--- config.mk ---
export PLATFORM = sky130hd
export DESIGN_NAME = mem_ldst_tracker
export DESIGN_NICKNAME = d
export VERILOG_FILES = /design/src/rtl/mem_ldst_tracker_pkg.sv /design/src/rtl/mem_ldst_tracker_ld_extract.sv /design/src/rtl/mem_ldst_tracker.sv
export SDC_FILE = /design/constraint.sdc
export NUM_CORES = 1
export LEC_CHECK = 0
export BUFFER_PORTS_ARGS = -buffer_cell sky130_fd_sc_hd__buf_2
export CORE_MARGIN = 2
export CORE_UTILIZATION = 50
export CTS_BUF_LIST = sky130_fd_sc_hd__clkbuf_2
export DETAILED_ROUTE_END_ITERATION = 10
export GPL_TIMING_DRIVEN = 1
export PLACE_DENSITY = 0.79
export SLEW_MARGIN = 20
export SYNTH_ARGS = -nofsm -noshare
export SYNTH_HDL_FRONTEND = slang
export SYNTH_SLANG_ARGS = --single-unit
export TNS_END_PERCENT = 5
--- constraint.sdc ---
create_clock -name clk -period 3.4 [get_ports clk]
set_input_delay 0 -clock clk [delete_from_list [all_inputs] [get_ports clk]]
set_output_delay 0 -clock clk [all_outputs]
set_load 0.05 [all_outputs]
--- src/rtl/mem_ldst_tracker_pkg.sv ---
// Shared types for the MEM-stage load/store tracker: access size codes,
// the per-entry control record and the pointer-width helper.
package mem_pkg;

    localparam logic [1:0] SZ_B = 2'd0;
    localparam logic [1:0] SZ_H = 2'd1;
    localparam logic [1:0] SZ_W = 2'd2;
    localparam logic [1:0] SZ_D = 2'd3;

    // Offset is kept at the width needed by a 64-bit bus so the record is bus-width agnostic.
    localparam int OFF_MAX_W = 3;

    typedef struct packed {
        logic                 valid;
        logic                 filled;
        logic                 cancelled;
        logic                 is_load;
        logic [1:0]           size;
        logic                 sgn;
        logic [OFF_MAX_W-1:0] offset;
    } entry_t;

    localparam entry_t ENTRY_NULL = '0;

    function automatic int ptr_w(input int depth);
        return $clog2(depth) + 1;
    endfunction

endpackage

--- src/rtl/mem_ldst_tracker_ld_extract.sv ---
// Load-data alignment: shift the bus word down by the byte offset, mask to the
// access size and sign/zero-extend. Stores yield zero.
module ld_extract
    import mem_pkg::*;
#(
    parameter int DATA_W = 32
) (
    input  logic [DATA_W-1:0]    i_data,
    input  logic [1:0]           i_size,
    input  logic                 i_signed,
    input  logic [OFF_MAX_W-1:0] i_offset,
    input  logic                 i_is_load,
    output logic [DATA_W-1:0]    o_result
);

    localparam logic [63:0] M_B = 64'h0000_0000_0000_00FF;
    localparam logic [63:0] M_H = 64'h0000_0000_0000_FFFF;
    localparam logic [63:0] M_W = 64'h0000_0000_FFFF_FFFF;
    localparam logic [63:0] M_D = 64'hFFFF_FFFF_FFFF_FFFF;

    logic [DATA_W-1:0] w_shifted;
    logic [DATA_W-1:0] w_mask;
    logic              w_sbit;

    assign w_shifted = i_data >> {i_offset, 3'b000};

    // Size-dependent mask and sign-bit selection.
    always_comb begin
        w_mask = {DATA_W{1'b0}};
        w_sbit = 1'b0;
        case (i_size)
            SZ_B: begin
                w_mask = M_B[DATA_W-1:0];
                w_sbit = w_shifted[7];
            end
            SZ_H: begin
                w_mask = M_H[DATA_W-1:0];
                w_sbit = w_shifted[15];
            end
            SZ_W: begin
                w_mask = M_W[DATA_W-1:0];
                w_sbit = w_shifted[31];
            end
            SZ_D: begin
                w_mask = M_D[DATA_W-1:0];
                w_sbit = w_shifted[DATA_W-1];
            end
            default: begin
                w_mask = {DATA_W{1'b0}};
                w_sbit = 1'b0;
            end
        endcase
    end

    assign o_result = i_is_load ?
        ((w_shifted & w_mask) | ({DATA_W{i_signed & w_sbit}} & ~w_mask)) :
        {DATA_W{1'b0}};

endmodule

--- src/rtl/mem_ldst_tracker.sv ---
// Non-blocking MEM-stage tracker for up to DEPTH in-order data-memory requests.
// Define MEM_RESP_BYPASS_EN to forward a head response to WB in its data_ok cycle.
module mem_ldst_tracker
    import mem_pkg::*;
#(
    parameter int DATA_W = 32,
    parameter int DEPTH  = 4,
    parameter int DEST_W = 5
) (
    input  logic                          clk,
    input  logic                          resetn,
    input  logic                          req_valid,
    output logic                          req_ready,
    input  logic                          req_is_load,
    input  logic [1:0]                    req_size,
    input  logic                          req_signed,
    input  logic [$clog2(DATA_W/8)-1:0]   req_offset,
    input  logic [DEST_W-1:0]             req_dest,
    input  logic                          data_ok,
    input  logic [DATA_W-1:0]             rdata,
    input  logic                          flush,
    output logic                          resp_valid,
    input  logic                          resp_ready,
    output logic [DATA_W-1:0]             resp_data,
    output logic [DEST_W-1:0]             resp_dest,
    output logic                          resp_is_load,
    output logic [$clog2(DEPTH):0]        outstanding,
    output logic                          full,
    output logic                          empty
);

    localparam int PW = ptr_w(DEPTH);
    localparam int IW = PW - 1;

    entry_t            r_ent  [DEPTH];
    logic [DATA_W-1:0] r_data [DEPTH];
    logic [DEST_W-1:0] r_dest [DEPTH];
    logic [PW-1:0]     r_tail;
    logic [PW-1:0]     r_fill;
    logic [PW-1:0]     r_head;

    logic [PW-1:0]     w_count;
    logic [IW-1:0]     w_tail_idx;
    logic [IW-1:0]     w_fill_idx;
    logic [IW-1:0]     w_head_idx;
    entry_t            w_head;
    logic              w_full;
    logic              w_ready;
    logic              w_alloc;
    logic              w_fill;
    logic              w_drop;
    logic              w_norm_valid;
    logic              w_byp;
    logic              w_byp_pop;
    logic              w_resp_valid;
    logic              w_pop;
    logic [DATA_W-1:0] w_src_data;
    logic [DATA_W-1:0] w_ext;

    assign w_tail_idx = r_tail[IW-1:0];
    assign w_fill_idx = r_fill[IW-1:0];
    assign w_head_idx = r_head[IW-1:0];
    assign w_head     = r_ent[w_head_idx];

    assign w_count = r_tail - r_head;
    assign w_full  = (w_count == PW'(DEPTH));
    assign w_ready = ~w_full & ~flush;
    assign w_alloc = req_valid & w_ready;
    // A response with nothing awaiting data is a protocol error and is dropped.
    assign w_fill  = data_ok & (r_fill != r_tail);

    assign w_drop       = w_head.valid & w_head.filled & w_head.cancelled;
    assign w_norm_valid = w_head.valid & w_head.filled & ~w_head.cancelled & ~flush;

`ifdef MEM_RESP_BYPASS_EN
    // An unfilled live head is always the fill target, so data_ok here belongs to it.
    assign w_byp = w_head.valid & ~w_head.filled & ~w_head.cancelled & data_ok & ~flush;
`else
    assign w_byp = 1'b0;
`endif

    assign w_resp_valid = w_norm_valid | w_byp;
    assign w_byp_pop    = w_byp & resp_ready;
    assign w_pop        = (w_resp_valid & resp_ready) | w_drop;
    assign w_src_data   = w_byp ? rdata : r_data[w_head_idx];

    ld_extract #(
        .DATA_W (DATA_W)
    ) u_extract (
        .i_data    (w_src_data),
        .i_size    (w_head.size),
        .i_signed  (w_head.sgn),
        .i_offset  (w_head.offset),
        .i_is_load (w_head.is_load),
        .o_result  (w_ext)
    );

    assign req_ready    = w_ready;
    assign resp_valid   = w_resp_valid;
    assign resp_data    = w_head.valid ? w_ext : {DATA_W{1'b0}};
    assign resp_dest    = w_head.valid ? r_dest[w_head_idx] : {DEST_W{1'b0}};
    assign resp_is_load = w_head.valid & w_head.is_load;
    assign outstanding  = w_count;
    assign full         = w_full;
    assign empty        = (w_count == {PW{1'b0}});

    // Entry and pointer update: fill, flush-cancel, pop and allocate can all coincide.
    always_ff @(posedge clk) begin
        if (!resetn) begin
            r_tail <= {PW{1'b0}};
            r_fill <= {PW{1'b0}};
            r_head <= {PW{1'b0}};
            for (int i = 0; i < DEPTH; i++) begin
                r_ent[i]  <= ENTRY_NULL;
                r_data[i] <= {DATA_W{1'b0}};
                r_dest[i] <= {DEST_W{1'b0}};
            end
        end else begin
            if (w_fill) begin
                r_fill <= r_fill + PW'(1);
                if (!w_byp_pop) begin
                    r_ent[w_fill_idx].filled <= 1'b1;
                    r_data[w_fill_idx]       <= rdata;
                end
            end
            if (flush) begin
                for (int i = 0; i < DEPTH; i++) begin
                    if (r_ent[i].valid) begin
                        r_ent[i].cancelled <= 1'b1;
                    end
                end
            end
            if (w_pop) begin
                r_ent[w_head_idx].valid <= 1'b0;
                r_head                  <= r_head + PW'(1);
            end
            if (w_alloc) begin
                r_ent[w_tail_idx] <= '{valid: 1'b1, filled: 1'b0, cancelled: 1'b0,
                                       is_load: req_is_load, size: req_size,
                                       sgn: req_signed, offset: OFF_MAX_W'(req_offset)};
                r_dest[w_tail_idx] <= req_dest;
                r_tail             <= r_tail + PW'(1);
            end
        end
    end

endmodule
==> results.sh <==
export IMPL_fmax_ghz=0.307
export IMPL_combPwrFrac_pct=15.1
export IMPL_route_met3_wl_um=1610
export IMPL_vias_per_cell=5.85
export IMPL_hold_path_cell_count=3
export IMPL_ys_warn_count=0
export IMPL_crit_required_ns=3.40
export IMPL_die_area_mm2=0.0203
export IMPL_final_setup_tns_ns=0
export IMPL_routedLengthMet1_um=9300
export IMPL_gp_congestion=0.810
export IMPL_rsz0062_at_grt="yes"
export IMPL_fp_coreArea_mm2=0.0188
export IMPL_placementRows=50
export IMPL_hold_class="input port to flop"
export IMPL_drt_total_wl_um=22800
export IMPL_antenna_found_initial=1
export IMPL_area_delta_synth_final_pct=19.8
export IMPL_synth_cells=685
export IMPL_clock_latency_ns=0.81
export IMPL_io_buffers=93
export IMPL_r2r_end="r_ent[0][0]$_DFFE_PP_"
export IMPL_ios=94
export IMPL_p_int_uw=3360
export IMPL_grt_overflow_total=0
export IMPL_final_core_util_pct=61.2
export IMPL_skew_ns=0.0546
export IMPL_power_frac_clock_pct=25.7
export IMPL_ctsHtreeMaxLevel=4
export IMPL_finalSetupViolations=0
export IMPL_synth_edf_count=172
export IMPL_layout_cells_non_filler=1108
export IMPL_drtIter0Drc=629
export IMPL_max_clock_path_buffers=2
export IMPL_start_util_pct=51.1
export IMPL_wl_per_cell_um=20.6
export IMPL_crit_path_start_kind="flop"
export IMPL_ys_seq_area_share_pct=58.7
export IMPL_postSynth_asyncResetShare_pct=0
export IMPL_min_from="rdata[2]"
export IMPL_fin_crit_ns=3.25
export IMPL_drive_gt1_share_pct=25.8
export IMPL_maxSlewHeadroom_pct=45.8
export IMPL_grt_pass1_vias=6398
export IMPL_synth_area_per_cell_um2=14.0
export IMPL_grt_pass1_wl_um=34700
export IMPL_cts_tree="yes"
export IMPL_maxCapViolations=0
export IMPL_power_total_uw=4730
export IMPL_arrival_ns=3.25
export IMPL_period_share_pct=95.6
export IMPL_dp_hpwl_um=14800
export IMPL_routed_wl_met2_um=11500
export IMPL_synth_ff_type="edfxtp_1"
export IMPL_r2r_start="r_tail[0]$_SDFFE_PN0P_"
export IMPL_switching_share_pct=29.0
export IMPL_dp_cells=988
export IMPL_track_usage_pct=23.0
export IMPL_syn_cell_area_mm2=0.00959
export IMPL_highest_layer="met4"
export IMPL_pwr_share_seq_pct=59.2
export IMPL_fp_dieW_um=142
export IMPL_crit_fanout=25
export IMPL_clock_tree_root_cell="clkbuf_2"
export IMPL_min_to="r_data[1][2]$_SDFFCE_PN0P_"
export IMPL_power_density_mw_per_mm2=412
export IMPL_cts_inserted_buffers=17
export IMPL_ys_types=48
export IMPL_drc_errors=0
export IMPL_clk_pin_slew_ns=0.32
export IMPL_die_height_um=142
export IMPL_firstDrtPassIters=5
export IMPL_dr_total_vias=6484
export IMPL_hold_viol_final=0
export IMPL_cts_sinks=195
export IMPL_grt_max_degree=33
export IMPL_status="finished clean"
export IMPL_r2r_cells=8
export IMPL_slew_violations=0
export IMPL_end_kind="primary output"
export IMPL_path_class="flop to primary output"
export IMPL_max_slew_worst_pin_slew_ns=0.807
export IMPL_final_antenna_net_count=0
export IMPL_finalNetCount=923
export IMPL_holdWs_ns=0.0526
export IMPL_max_vdd_ir_drop_uv=209
export IMPL_ff2ff_setup_slack_ns=0.34
export IMPL_syn_num_nets=748
export IMPL_ys_ff_latch=195
export IMPL_p_leak_uw=0.00455
export IMPL_power_switching_uw=1370
-- what timing repair did --
action | in CTS | in global routing
hold buffers | 72 | 4
hold endpoints to repair | 239 | 7
pin swaps | 1 | 1
endpoints found under the setup margin | 28 | 28
gates resized for setup | 4 | 14
buffers inserted | 7 | 5
-- layout by cell type, fill, tap and decap left out, types with 3 or more instances in the layout --
cell type,n
edfxtp_1,172
and2_1,139
buf_2,88
dlygate4sd3_1,76
mux4_2,46
and3_1,33
nor2_1,29
buf_4,29
mux2i_1,22
dfxtp_1,21
inv_1,20
clkbuf_2,17
a21oi_1,16
nor3_1,15
ha_1,13
nand2_1,12
a211oi_1,11
o21ai_0,10
mux2_2,9
nor4_1,8
nor4b_1,8
a221oi_1,7
xor2_1,5
nand2b_1,4
a32o_1,4
clkinv_8,4
xnor2_1,3
nor3b_1,3
inv_8,3
inv_6,3
buf_12,3
-- power groups by stage --
stage	clock (µW)	combinational [µW]	sequential, µW
6_report	1210	715	2800
5_1_grt	1310	766	2810
3_3_place_gp	0	604	2850
4_1_cts	1220	688	2800
3_5_place_dp	0	612	2860
2_1_floorplan	0	425	2830
-- cell usage after synthesis, types with 10 or more instances --
cell type    n  area [µm²]
a21oi_1     16        80.1
o21ai_0     10        50.1
nor3_1      15        75.1
dfxtp_1     23         460
edfxtp_1   172        5160
nor2_1      31         116
and2_1     139         870
and3_1      33         206
mux4_2      46        1040
ha_1        13         163
mux2i_1     22         220
mux2_2      10         113
clkbuf_1    26        97.6
a211oi_1    11        82.6
inv_1       20        75.1
nand2_1     13        48.8
-- worst max-delay path: stages (launching register included) --
cell and delay, ns:
dfxtp_4 0.46, mux4_2 0.54, buf_4 0.27, and3b_1 0.33, a2111oi_4 0.06, buf_12 0.16, nor4b_1 0.35, buf_4 0.27
-- layer usage --
metal	track usage (%)	vias to the layer above
li1	-	2926
met1	29.9	3268
met2	38.5	254
met3	4.88	36
met4	8.18	0
met5	0	-
-- cell families (layout without fill, tap and decap cells) --
logic type      after synthesis  count (layout)  share of synthesized area [%]
fa+ha+maj                    14              14                           1.90
mux                          79              79                           14.4
flops                       195             195                           58.7
simple gates                262             262                           16.0
xor+xnor                      9               9                          0.965
buf+inv                      64             252                           3.08
other cells                   0               1                              0
compound gates               62              62                           4.93
-- how the worst max path moves through the flow --
stage / cells after the start / slack, ns / startpoint / to
4_1_cts: 6 / 0.01 / flop / resp_data[15]
5_1_grt: 7 / -0.04 / flop / resp_data[22]
6_report: 7 / 0.15 / flop / resp_data[21]
3_5_place_dp: 8 / 0.40 / r_tail[0]$_SDFFE_PN0P_ / r_ent[0][3]$_DFFE_PP_
2_1_floorplan: 9 / 0.14 / flop / resp_data[30]
3_3_place_gp: 8 / 0.58 / r_tail[0]$_SDFFE_PN0P_ / r_ent[0][2]$_DFFE_PP_
-- cell type report --
class                      instances  area (µm²)
sequential                       195        5630
clock buffer                      17        85.1
antenna                            1        2.50
tap                              234         293
inverter                          20        75.1
fill                            1392        7270
clock inverter                    15         184
multi-input combinational        426        3700
timing repair buffer             200        1520
-- sequential cells by signal, indices dropped and copies added (netlist names), named ones only --
signal  count
r_tail      3
r_dest     20
r_data    128
r_head      3
r_ent      36
r_fill      3
-- through the flow --
step / worst slack, ns / cell area (µm²)
after floorplan: 0.138 / 9590
after global placement: 0.577 / 10300
after global routing: -0.0390 / 11500
after detailed placement: 0.401 / 10300
after CTS: 0.0119 / 11400
final: 0.148 / 11500
Power figures use the tool's default switching activity.
